<file path="src/rtl/uart_tx.sv">
// UART transmitter: byte FIFO behind a valid/ready handshake, serialised as
// start + 8 data (LSB first) + optional parity + stop, each bit CLKS_PER_BIT clocks.
module uart_tx #(
    parameter int CLKS_PER_BIT = 16,
    parameter int FIFO_DEPTH   = 4,
    parameter int PARITY       = 0
) (
    input  logic                          clk,
    input  logic                          rst,
    input  logic [7:0]                    data_in,
    input  logic                          data_valid,
    output logic                          data_ready,
    output logic                          tx,
    output logic                          busy,
    output logic [$clog2(FIFO_DEPTH):0]   fifo_count
);
    localparam int AW   = $clog2(FIFO_DEPTH);
    localparam int CW   = AW + 1;
    localparam int CNTW = $clog2(CLKS_PER_BIT);
    localparam logic [CW-1:0]   FULL     = CW'(FIFO_DEPTH);
    localparam logic [CNTW-1:0] CNT_LAST = CNTW'(CLKS_PER_BIT - 1);

    // state | meaning: IDLE line high | START start bit | DATA bits LSB first | PARITY bit | STOP bit
    typedef enum logic [2:0] {S_IDLE, S_START, S_DATA, S_PARITY, S_STOP} state_t;

    state_t          r_state;
    state_t          w_state_next;
    logic [CNTW-1:0] r_cnt;
    logic [2:0]      r_bit_idx;
    logic [7:0]      r_shift;
    logic [7:0]      w_shift_next;
    logic            r_par;
    logic            r_tx;
    logic            w_tx_next;
    logic [7:0]      r_mem [FIFO_DEPTH];
    logic [AW-1:0]   r_wr_ptr;
    logic [AW-1:0]   r_rd_ptr;
    logic [CW-1:0]   r_count;
    logic [7:0]      w_head;
    logic            w_empty;
    logic            w_push;
    logic            w_pop;
    logic            w_bit_end;

    assign w_head     = r_mem[r_rd_ptr];
    assign w_empty    = (r_count == '0);
    assign data_ready = (r_count != FULL);
    assign w_push     = data_valid && data_ready;
    assign w_bit_end  = (r_cnt == CNT_LAST);

    always_ff @(posedge clk) begin
        if (w_push) begin
            r_mem[r_wr_ptr] <= data_in;
        end
    end

    always_ff @(posedge clk) begin
        if (rst) begin
            r_state   <= S_IDLE;
            r_cnt     <= '0;
            r_bit_idx <= '0;
            r_shift   <= '0;
            r_par     <= 1'b0;
            r_tx      <= 1'b1;
            r_wr_ptr  <= '0;
            r_rd_ptr  <= '0;
            r_count   <= '0;
        end else begin
            r_state <= w_state_next;
            r_tx    <= w_tx_next;
            r_shift <= w_shift_next;
            if (r_state == S_IDLE || w_bit_end) begin
                r_cnt <= '0;
            end else begin
                r_cnt <= r_cnt + CNTW'(1);
            end
            if (r_state != S_DATA) begin
                r_bit_idx <= '0;
            end else if (w_bit_end) begin
                r_bit_idx <= r_bit_idx + 3'd1;
            end
            // parity is captured from the whole byte before the shift register consumes it
            if (w_pop) begin
                r_par <= (PARITY == 2) ? ~^w_head : ^w_head;
            end
            if (w_push) begin
                r_wr_ptr <= r_wr_ptr + AW'(1);
            end
            if (w_pop) begin
                r_rd_ptr <= r_rd_ptr + AW'(1);
            end
            case ({w_push, w_pop})
                2'b10:   r_count <= r_count + CW'(1);
                2'b01:   r_count <= r_count - CW'(1);
                default: r_count <= r_count;
            endcase
        end
    end

    always_comb begin
        w_state_next = r_state;
        w_pop        = 1'b0;
        case (r_state)
            S_IDLE: begin
                if (!w_empty) begin
                    w_state_next = S_START;
                    w_pop        = 1'b1;
                end
            end
            S_START: begin
                if (w_bit_end) w_state_next = S_DATA;
            end
            S_DATA: begin
                if (w_bit_end && r_bit_idx == 3'd7) begin
                    w_state_next = (PARITY != 0) ? S_PARITY : S_STOP;
                end
            end
            S_PARITY: begin
                if (w_bit_end) w_state_next = S_STOP;
            end
            S_STOP: begin
                if (w_bit_end) begin
                    if (!w_empty) begin
                        w_state_next = S_START;
                        w_pop        = 1'b1;
                    end else begin
                        w_state_next = S_IDLE;
                    end
                end
            end
            default: w_state_next = S_IDLE;
        endcase
    end

    // tx is registered from the next-state view so the line changes exactly at bit boundaries
    always_comb begin
        w_shift_next = r_shift;
        if (w_pop) begin
            w_shift_next = w_head;
        end else if (r_state == S_DATA && w_bit_end) begin
            w_shift_next = {1'b0, r_shift[7:1]};
        end
        w_tx_next = 1'b1;
        case (w_state_next)
            S_START:  w_tx_next = 1'b0;
            S_DATA:   w_tx_next = w_shift_next[0];
            S_PARITY: w_tx_next = r_par;
            default:  w_tx_next = 1'b1;
        endcase
    end

    assign tx         = r_tx;
    assign busy       = (r_state != S_IDLE) || !w_empty;
    assign fifo_count = r_count;
endmodule
</file>
<file path="config.mk">
export PLATFORM = sky130hd
export DESIGN_NAME = uart_tx
export DESIGN_NICKNAME = d
export VERILOG_FILES = /design/src/rtl/uart_tx.sv
export SDC_FILE = /design/constraint.sdc
export NUM_CORES = 1
export LEC_CHECK = 0
export CORE_MARGIN = 5
export CORE_UTILIZATION = 60
export DETAILED_ROUTE_END_ITERATION = 10
export DONT_BUFFER_PORTS = 1
export PLACE_DENSITY = 0.76
export SKIP_LAST_GASP = 1
export SYNTH_ARGS = -nofsm -noshare
export SYNTH_HDL_FRONTEND = slang
export SYNTH_SLANG_ARGS = --single-unit
</file>
<file path="constraint.sdc">
create_clock -name clk -period 6.6 [get_ports clk]
set_clock_uncertainty 0.05 [all_clocks]
set_input_delay 0.99 -clock clk [delete_from_list [all_inputs] [get_ports clk]]
set_output_delay 0.99 -clock clk [all_outputs]
set_load 0.02 [all_outputs]
</file>
==> metrics.md, run 1 <==
| Metric | Value |
|---|---|
| Post-CTS Hold Fix Bufs | 0 |
| Row count | 23 |
| Number of buffers created by CTS | 9 |
| Result of the run | complete, no violations |
| Final cycle utilization of the critical path | 0.430 |
| Area after detailed placement | 2590 µm² |
| Combined area of all synthesized cells | 2570 µm² |
| Port Buffers | 0 |
| Total iterations of the first detailed-routing run | 4 |
| Via density per instance | 5.75 |
| Reg-to-reg endpoint | fifo_count[2]$_SDFFE_PP0P_ |
| Number of different library cells in the post-synthesis netlist | 41 |
| Global-route usage over all layers | 0.182 |
| Number of gates given a new drive strength after cts | 0 |
| Min-Delay Path Class | flip-flop to flip-flop |
| RSZ-0062 raised after global routing | no |
| Per-cell routed wire length | 16.4 µm |
| Final setup vio count | 0 |
| Combinational family with the most area after synthesis | simple AND/OR/NAND/NOR gates |
| Power density normalized to cell area | 428 nW/µm² |
| Total Nets Final | 221 |
| Number of flops mapped to enable cells by yosys | 32 |
| Worst Max-Slew Pin Slew | 535 ps |
| Seq/Total Area, Yosys | 0.600 |
| Maximum fanout count along the critical path | 15 |
| Critical Path End Type | flip-flop |
| Drt total wl | 4.19 mm |
| DIE HEIGHT | 75.4 µm |
| Compound-cell area share of the yosys netlist | 0.0746 |
| Relative area change from synthesis to final layout | 7.85% |
| Upper clock frequency limit | 0.353 GHz |
| Number of cells traversed by the worst register-to-register path | 10 |
| Maximum number of pins on one net before global-route repair | 22 |
| DRT iter0 DRCs | 55 |
| Placeable core region | 4090 µm² |
| Buffers inserted during post-CTS setup optimization | 0 |
| Headroom to the max-slew limit | 0.643 |
| Leakage power | 0.984 nW |
| Starting density of the core | 0.628 |
| Data arrival at the endpoint of the critical path | 3060 ps |
| Net count of the mapped netlist | 217 |
| WP data required | 6830 ps |
| Number of antenna repair diodes | 0 |
| Average footprint of a synthesized cell | 13.0 µm² |
| Via Count | 1472 |
| Count of clock tree sinks | 61 |
| Launch point of the worst reg-to-reg path | r_cnt[0]$_SDFF_PP0_ |
| Gpl congestion | 0.889 |
| Cell taking the most area after synthesis | edfxtp_1 |
| Setup slack on the worst flop-to-flop path | 3760 ps |
| Most instantiated library cell after synthesis | edfxtp_1 |
| Total of flip-flops plus latches after synthesis | 61 |
| Maximum vdd drop | 0.256 mV |
| Global-route wire length before repair | 7.26 mm |
| Die outline area | 5690 µm² |
| Via count of the first global-routing pass | 1578 |
| H-Tree Level Count | 3 |
| Async set-reset flop share out of synthesis | 0 |
| Share of final-layout standard cells stronger than drive strength 1 | 0.141 |
| Top-level port count | 17 |
| Clock tree buffer depth | 2 |
| Area share of xor/xnor cells in the synthesized design | 0.0512 |
| Sum of overflow across all layers after global routing | 0 |
| Final TNS setup | 0 ps |
| Launching element type of the critical path | flip-flop |
| Clock tree from TritonCTS | done |
| Initial antenna violation count | 0 |
| Final count of pins violating max slew | 0 |
| Final non-filler cell area | 2770 µm² |
| Top flip-flop cell by instance count after synthesis | edfxtp_1 |
| Post-layout min period | 2840 ps |
| Most frequent cells after synthesis | edfxtp_1, dfxtp_1, nor2_1 |
| Mux contribution to synthesized area | 0.0936 |
| CP startpoint | r_cnt[0]$_SDFF_PP0_ |
| Cells taking the most area after synthesis | edfxtp_1, dfxtp_1, mux4_2, ha_1, xnor2_1 |
| Finished Core Util | 0.678 |
| Clock root buffer master | clkbuf_8 |
| Clock latency on the worst-skew pair | 340 ps |
| CTS clock-pin slew for the worst setup and hold paths | 70 ps |
| Post-DRT Antenna Nets | 0 |
| Number of violations of the max-capacitance limit | 0 |
| Critical setup path kind | flip-flop to flip-flop |
| Drc violations | 0 |
| Die extent in x | 75.4 µm |
| Share of synthesized cell area in and, or, nand and nor gates | 0.106 |
| Area share of the leading cell type in the synthesized netlist | 0.374 |
| Synth warnings | 0 |
| Share of synthesized cell area in full adder, half adder and majority cells | 0.0468 |
| Capturing element of the worst setup path | fifo_count[2]$_SDFFE_PP0P_ |
| Dpl hpwl | 2.89 mm |
| Endpoints failing hold | 0 |
| Synthesized instance count | 197 |
## through the flow
step / setup slack, ps / power (mW) / std cells / hold WS (ps)
floorplan: 4120 / 0.845 / 197 / 368
global placement: 3890 / 0.887 / 240 / 380
detailed placement: 3770 / 0.901 / 240 / 402
CTS: 3760 / 1.20 / 256 / 413
global route: 3540 / 1.26 / 256 / 447
finish: 3760 / 1.18 / 256 / 412
## flip-flops by register name, indices dropped and copies added (netlist names), 2 cells and up, named ones only
signal / cells
fifo_count: 3
r_bit_idx: 3
r_wr_ptr: 2
r_rd_ptr: 2
r_cnt: 4
r_mem: 32
r_state: 3
r_shift: 8
## per-layer routing
metal	GRT usage	share of wire
met2	0.288	0.49
met3	0.0831	0.065
met5	0	0
met4	0.101	0.025
met1	0.206	0.42
## area by class of cell
cell class,count,area [µm²]
Clock inverter,7,51.3
Clock buffer,9,124
Tap cell,50,62.6
Multi-Input combinational cell,120,956
Inverter,9,33.8
Fill cell,313,1320
Sequential cell,61,1540
## how the worst min path moves through the flow
stage	end	slack (ps)	cells after the start	from
2_1_floorplan	r_cnt[0]$_SDFF_PP0_	370	1	r_cnt[0]$_SDFF_PP0_
3_3_place_gp	r_cnt[0]$_SDFF_PP0_	380	1	r_cnt[0]$_SDFF_PP0_
3_5_place_dp	r_cnt[0]$_SDFF_PP0_	400	1	r_cnt[0]$_SDFF_PP0_
4_1_cts	r_cnt[0]$_SDFF_PP0_	410	1	r_cnt[0]$_SDFF_PP0_
5_1_grt	r_shift[7]$_SDFFE_PP0P_	450	2	r_shift[7]$_SDFFE_PP0P_
6_report	r_cnt[0]$_SDFF_PP0_	410	1	r_cnt[0]$_SDFF_PP0_
## cells in the final DEF, fill, tap and decap left out, drive strengths merged, types with 4 or more instances in the layout
| cell | netlist | final |
|---|---|---|
| nand2 | 12 | 12 |
| dfxtp | 29 | 29 |
| mux2i | 6 | 6 |
| inv | 9 | 10 |
| clkinvlp | 0 | 5 |
| nor2 | 22 | 22 |
| clkbuf | 4 | 9 |
| xnor2 | 11 | 11 |
| and3 | 5 | 5 |
| mux4 | 8 | 8 |
| a211oi | 6 | 6 |
| edfxtp | 32 | 32 |
| a21oi | 9 | 9 |
| xor2 | 4 | 4 |
| ha | 8 | 8 |
| nand3 | 6 | 6 |
## critical path: stages (launching register included)
cell	delay [ps]
dfxtp_1	360
ha_1	250
nand3_2	190
a211o_1	510
inv_2	170
ha_1	190
inv_1	60
fa_1	370
xor2_1	160
or3_1	310
a21oi_1	150
## where the power goes
group,switching [mW],internal (mW)
Clock,0.157,0.136
Combinational,0.190,0.170
Sequential,0.0642,0.468
## cells by family after synthesis
kind of cell | Yosys count
compound gates | 26
xor+xnor | 15
fa+ha+maj | 9
buf+inv | 16
flops | 61
mux | 14
simple gates | 56
Note: power is estimated with default switching activity, not from simulation.
==> inputs of run 2 (changes only) <==
==> constraint.sdc (replaced) <==
create_clock -name clk -period 2.9 [get_ports clk]
set_clock_uncertainty 0.05 [all_clocks]
set_input_delay 0.435 -clock clk [delete_from_list [all_inputs] [get_ports clk]]
set_output_delay 0.435 -clock clk [all_outputs]
set_load 0.02 [all_outputs]
==> run 2 against run 1 <==
Clock-buffer cell count up 1. Core utilization up 1.4 points. Final cell count up 0.78%. Wire length up 14%. Non-clock buffer count up 2. Sequential power up 130%. Largest power group unchanged.
==> metrics.md, run 2 (synthesized netlist as in run 1, its figures left out) <==
| Metric | Value |
|---|---|
| Result of the run | complete, no violations |
| Leading registers by flop count | r_mem (32), r_shift (8), r_cnt (4) |
| Upper clock frequency limit | 0.373 GHz |
| Final cycle utilization of the critical path | 0.925 |
| Critical setup path kind | flip-flop to flip-flop |
| Post-Route Hold Slack | 113 ps |
| Area after detailed placement | 2610 µm² |
| Min-Delay Path Class | primary input to flip-flop |
| Initial antenna violation count | 0 |
| Maximum vdd drop | 0.600 mV |
| Final count of pins violating max slew | 0 |
| Starting density of the core | 0.628 |
| Delay-heaviest family, CP | adder cells |
| Post-CTS Hold Fix Bufs | 0 |
| Top-level port count | 17 |
| Largest register by flop count | r_mem |
| Relative area change from synthesis to final layout | 10.0% |
| Power density normalized to cell area | 1030 nW/µm² |
| H-Tree Level Count | 3 |
| Number of gates given a new drive strength after cts | 0 |
| CP max-delay cell | fa_1 |
| Via count of the first global-routing pass | 1657 |
| WP data required | 3120 ps |
| Global-route wire length before repair | 7.82 mm |
| Total design power | 2.90 mW |
| Row count | 23 |
| Drt total wl | 4.77 mm |
| Total Nets Final | 223 |
| Finished Core Util | 0.691 |
| Per-cell routed wire length | 18.5 µm |
| CTS clock-pin slew for the worst setup and hold paths | 70 ps |
| RSZ-0062 raised after global routing | no |
| Placeable core region | 4090 µm² |
| Data arrival at the endpoint of the critical path | 2900 ps |
| Maximum fanout count along the critical path | 7 |
| Critical Path End Type | flip-flop |
| Total iterations of the first detailed-routing run | 4 |
| Final non-filler cell area | 2830 µm² |
| Die extent in x | 75.4 µm |
| Sum of buffers and inverters on the critical path | 2 |
| Number of antenna repair diodes | 0 |
| Number of flip-flops under the largest register name | 32 |
| Post-layout min period | 2680 ps |
| Die outline area | 5690 µm² |
| Most used cell along the critical path | ha_1 |
| Cell-by-cell trace of the critical path | ha_1, nand3_2, a211o_1, inv_2, ha_1, inv_1, fa_1, xor2_1, or3_1, a21oi_1 |
| Gpl congestion | 0.808 |
| Leakage power | 1.02 nW |
| Global-route usage over all layers | 0.196 |
| DRT iter0 DRCs | 101 |
| Dpl hpwl | 3.34 mm |
| DP Worst Slack | 247 ps |
| Number of standard cells in the layout, taps in and fillers out | 258 |
| Most common library cell in the layout ignoring fill and taps | edfxtp_1 |
| Headroom to the max-slew limit | 0.640 |
| Worst Max-Slew Pin Slew | 539 ps |
| Count of clock tree sinks | 61 |
| Launching element type of the critical path | flip-flop |
| Number of violations of the max-capacitance limit | 0 |
| Final setup vio count | 0 |
| Sum of overflow across all layers after global routing | 0 |
| Clock latency on the worst-skew pair | 340 ps |
| Final Worst Setup Slack | 218 ps |
| Slowest Stage Delay on Critical Path | 380 ps |
| Buffers inserted during post-CTS setup optimization | 0 |
| Cell count after placement | 242 |
| Port Buffers | 0 |
| Number of buffers created by CTS | 9 |
| Maximum number of pins on one net before global-route repair | 22 |
| Drc violations | 0 |
| Clock root buffer master | clkbuf_8 |
| Post-DRT Antenna Nets | 0 |
| DIE HEIGHT | 75.4 µm |
| Share of final-layout standard cells stronger than drive strength 1 | 0.144 |
| Via density per instance | 5.86 |
| Commonest cells after routing, fill and taps aside | edfxtp_1, dfxtp_1, nor2_1 |
| Via Count | 1511 |
| Clock tree buffer depth | 2 |
| Endpoints failing hold | 0 |
| Final TNS setup | 0 ps |
| Clock tree from TritonCTS | done |
## run 2: changes by cell type in the layout (fill, tap and decap cells not counted), sizes merged
cell and delta:
bufinv +2, clkbuf +1, inv -1, buf +2, clkinv +1, clkinvlp -3
## run 2: path summary, 6_finish.rpt
check / startpoint / endpoint / slack, ps / cells past startpoint
worst max-delay path: r_cnt[0]$_SDFF_PP0_ / fifo_count[2]$_SDFFE_PP0P_ / 220 / 10
worst max register to register: r_cnt[0]$_SDFF_PP0_ / fifo_count[2]$_SDFFE_PP0P_ / 220 / 10
worst min-delay path: rst / r_shift[7]$_SDFFE_PP0P_ / 110 / 1
worst min register to register: r_cnt[0]$_SDFF_PP0_ / r_cnt[0]$_SDFF_PP0_ / 410 / 1
## run 2: worst reg2reg max path, cell delays in order (launching register included)
cell	delay (ps)
dfxtp_1	360
ha_1	250
nand3_2	210
a211o_1	370
inv_2	120
ha_1	200
inv_1	60
fa_1	380
xor2_1	170
or3_1	310
a21oi_1	150
## run 2: final cells by class
cell class,instances,area (µm²)
Timing Repair Buffer,2,15.0
Multi-Input combinational cell,120,956
Clock buffer,10,128
Fill cell,291,1260
Inverter,9,33.8
Clock inverter,6,88.8
Sequential cell,61,1540
Tap cell,50,62.6
## run 2: power breakdown
| group | total [mW] | switching (mW) | internal (mW) | leakage [nW] |
|---|---|---|---|---|
| combinational | 0.866 | 0.463 | 0.403 | 0.388 |
| clock | 0.816 | 0.332 | 0.483 | 0.102 |
| sequential | 1.22 | 0.150 | 1.07 | 0.531 |
| total | 2.90 | 0.945 | 1.95 | 1.02 |
## run 2: per-layer routing
metal	vias to the layer above	GRT usage	routed length (µm)
li1	721	-	-
met1	746	0.193	1780
met2	40	0.367	2660
met3	4	0.0897	298
met4	0	0.0524	29
met5	-	0	0
==> inputs of run 3 (changes only) <==
--- a/config.mk
+++ b/config.mk
@@ -5,6 +5,7 @@
 export SDC_FILE = /design/constraint.sdc
 export NUM_CORES = 1
 export LEC_CHECK = 0
+export ABC_AREA = 1
 export CORE_MARGIN = 5
 export CORE_UTILIZATION = 60
 export DETAILED_ROUTE_END_ITERATION = 10
==> run 3 against run 2 <==
Via count up 38%. Final cell count up 55%. Non-clock buffer count increased by 5. Synthesized area increased by 13%. Largest power group unchanged. Flip-flop and latch count stayed put. Sequential power is essentially flat. Wire length grew 7.6%.
==> metrics.md, run 3 <==
| Metric | Value |
|---|---|
| Count of fill cells added during filler insertion | 373 |
| Portion of total power attributed to sequential cells | 0.385 |
| Critical Path End Type | flip-flop |
| Final cycle utilization of the critical path | 0.826 |
| CTS clock-pin slew for the worst setup and hold paths | 70 ps |
| Final non-filler cell area | 3150 µm² |
| Top-level port count | 17 |
| Average footprint of a synthesized cell | 8.70 µm² |
| Most instantiated library cell after synthesis | nand2_1 |
| Clock tree buffer depth | 2 |
| Clock share of power | 0.256 |
| Cell-by-cell trace of the critical path | inv_1, nand3_1, nand2_1, ha_1, inv_1, fa_1, a21oi_1, o21ai_0, o21ai_0, a21oi_1 |
| Dpl hpwl | 3.64 mm |
| Maximum vdd drop | 0.850 mV |
| Combinational power share | 0.359 |
| Drc violations | 0 |
| Gpl congestion | 0.819 |
| Via density per instance | 5.19 |
| Commonest cells after routing, fill and taps aside | nand2_1, inv_1, edfxtp_1 |
| Total of flip-flops plus latches after synthesis | 61 |
| Via Count | 2080 |
| Synth warnings | 0 |
| Most frequent cells after synthesis | nand2_1, inv_1, edfxtp_1 |
| Number of buffers created by CTS | 9 |
| Leading registers by flop count | r_mem (32), r_shift (8), r_cnt (4) |
| Drt total wl | 5.13 mm |
| Endpoints failing hold | 0 |
| Starting density of the core | 0.618 |
| DP Worst Slack | 512 ps |
| Count of clock tree sinks | 61 |
| Number of different library cells in the post-synthesis netlist | 32 |
| Number of violations of the max-capacitance limit | 0 |
| Final setup vio count | 0 |
| Sum of buffers and inverters on the critical path | 2 |
| Clock root buffer master | clkbuf_8 |
| Total Nets Final | 362 |
| Worst Max-Slew Pin Slew | 562 ps |
| Area after detailed placement | 2940 µm² |
| Reported net switching power | 1.22 mW |
| Data arrival at the endpoint of the critical path | 2570 ps |
| Number of flip-flops under the largest register name | 32 |
| Buffers inserted during post-CTS setup optimization | 0 |
| Number of gates given a new drive strength after cts | 0 |
| Clock tree from TritonCTS | done |
| Initial antenna violation count | 0 |
| WP data required | 3070 ps |
| Top flip-flop cell by instance count after synthesis | edfxtp_1 |
| Synthesized instance count | 333 |
| Post-DRT Antenna Nets | 0 |
| Maximum fanout count along the critical path | 9 |
| Final count of pins violating max slew | 0 |
| DRT iter0 DRCs | 154 |
| Per-cell routed wire length | 12.8 µm |
| DIE HEIGHT | 79.5 µm |
| Via count of the first global-routing pass | 2029 |
| Headroom to the max-slew limit | 0.625 |
| Slowest Stage Delay on Critical Path | 390 ps |
| Final Worst Setup Slack | 503 ps |
| Port Buffers | 0 |
| Switching Share | 0.387 |
| Seq/Total Area, Yosys | 0.532 |
| Total iterations of the first detailed-routing run | 4 |
| Number of antenna repair diodes | 0 |
| Combined area of all synthesized cells | 2900 µm² |
| Post-CTS Hold Fix Bufs | 0 |
| Leakage power | 1.39 nW |
| Power density normalized to cell area | 998 nW/µm² |
| Row count | 25 |
| CP max-delay cell | dfxtp_1 |
| Number of standard cells in the layout, taps in and fillers out | 401 |
| Critical setup path kind | flip-flop to flip-flop |
| Global-route wire length before repair | 8.78 mm |
| Min-Delay Path Class | primary input to flip-flop |
| Most common library cell in the layout ignoring fill and taps | nand2_1 |
| Maximum number of pins on one net before global-route repair | 18 |
| Area share of the leading cell type in the synthesized netlist | 0.332 |
| Delay-heaviest family, CP | adder cells |
| Largest register by flop count | r_mem |
| Async set-reset flop share out of synthesis | 0 |
| Pint | 1.93 mW |
| Number of flops mapped to enable cells by yosys | 32 |
| Share of final-layout standard cells stronger than drive strength 1 | 0.161 |
| Die outline area | 6320 µm² |
| Cells taking the most area after synthesis | edfxtp_1, dfxtp_1, nand2_1, inv_1, nand3_1 |
| Net count of the mapped netlist | 353 |
| Final TNS setup | 0 ps |
| Clock latency on the worst-skew pair | 330 ps |
| Finished Core Util | 0.671 |
| RSZ-0062 raised after global routing | no |
| Placeable core region | 4690 µm² |
| Global-route usage over all layers | 0.184 |
| Cell count after placement | 385 |
| Upper clock frequency limit | 0.417 GHz |
| Result of the run | complete, no violations |
| Launching element type of the critical path | flip-flop |
| H-Tree Level Count | 3 |
| Sum of overflow across all layers after global routing | 0 |
| Post-layout min period | 2400 ps |
| Cell taking the most area after synthesis | edfxtp_1 |
| Relative area change from synthesis to final layout | 8.72% |
| Die extent in x | 79.5 µm |
==> run 3: changes by cell type after synthesis, moves of 6 or more <==
cell      change
nand2_1      +92
mux4_2        -8
a211oi_1      -6
xnor2_1      -10
nand3_2       +6
mux2i_1       -6
nand2_2      +16
o21ai_0      +11
inv_1        +26
a21oi_1       +7
nand3_1      +16
==> run 3: cells by family (layout without fill, tap and decap cells) <==
| logic type | after synthesis | in the layout | share of synthesized area |
|---|---|---|---|
| compound gates | 38 | 38 | 0.0712 |
| xor+xnor | 2 | 2 | 0.00605 |
| fa+ha+maj | 9 | 9 | 0.0415 |
| buf+inv | 52 | 66 | 0.0859 |
| flops | 61 | 61 | 0.532 |
| simple gates | 171 | 171 | 0.263 |
==> run 3: per-stage QoR <==
stage	power, mW	hold slack (ps)
4_1_cts	3.17	94.5
2_1_floorplan	2.16	368
3_3_place_gp	2.31	381
5_1_grt	3.41	89.7
3_5_place_dp	2.36	391
6_report	3.14	110
==> run 3: final timing paths <==
| kind | startpoint | endpoint | slack, ps | cells past startpoint |
|---|---|---|---|---|
| max | fifo_count[0]$_SDFFE_PP0P_ | fifo_count[2]$_SDFFE_PP0P_ | 500 | 10 |
| min | rst | r_shift[1]$_SDFFE_PP0P_ | 110 | 1 |
| max reg2reg | fifo_count[0]$_SDFFE_PP0P_ | fifo_count[2]$_SDFFE_PP0P_ | 500 | 10 |
| min reg2reg | r_cnt[0]$_SDFF_PP0_ | r_cnt[0]$_SDFF_PP0_ | 400 | 1 |
==> run 3: worst reg2reg max path: stages, from the launching register on <==
cell     delay [ps]
dfxtp_1         390
inv_1           160
nand3_1         240
nand2_1         320
ha_1            190
inv_1            60
fa_1            380
a21oi_1         150
o21ai_0         120
o21ai_0         180
a21oi_1          50
==> run 3: power groups by stage <==
stage | Sequential, mW | Clock, mW | Combinational, mW
floorplan | 1.18 | 0 | 0.978
detailed placement | 1.23 | 0 | 1.13
global placement | 1.23 | 0 | 1.08
CTS | 1.21 | 0.820 | 1.13
global route | 1.23 | 0.868 | 1.31
finish | 1.21 | 0.805 | 1.13
==> run 3: metal layers <==
metal | wire length [µm] | GRT usage
met1 | 2210 | 0.218
met2 | 2520 | 0.307
met3 | 289 | 0.0530
met4 | 106 | 0.0876
met5 | 0 | 0
==> run 3: cell type report <==
cell class / instances / area, µm² / area share
clock inverter: 7 / 90.1 / 0.0286
inverter: 43 / 168 / 0.0532
multi-input combinational: 220 / 1110 / 0.351
sequential: 61 / 1540 / 0.489
tap: 54 / 67.6 / 0.0214
timing repair buffer: 7 / 52.6 / 0.0167
clock buffer: 9 / 124 / 0.0393
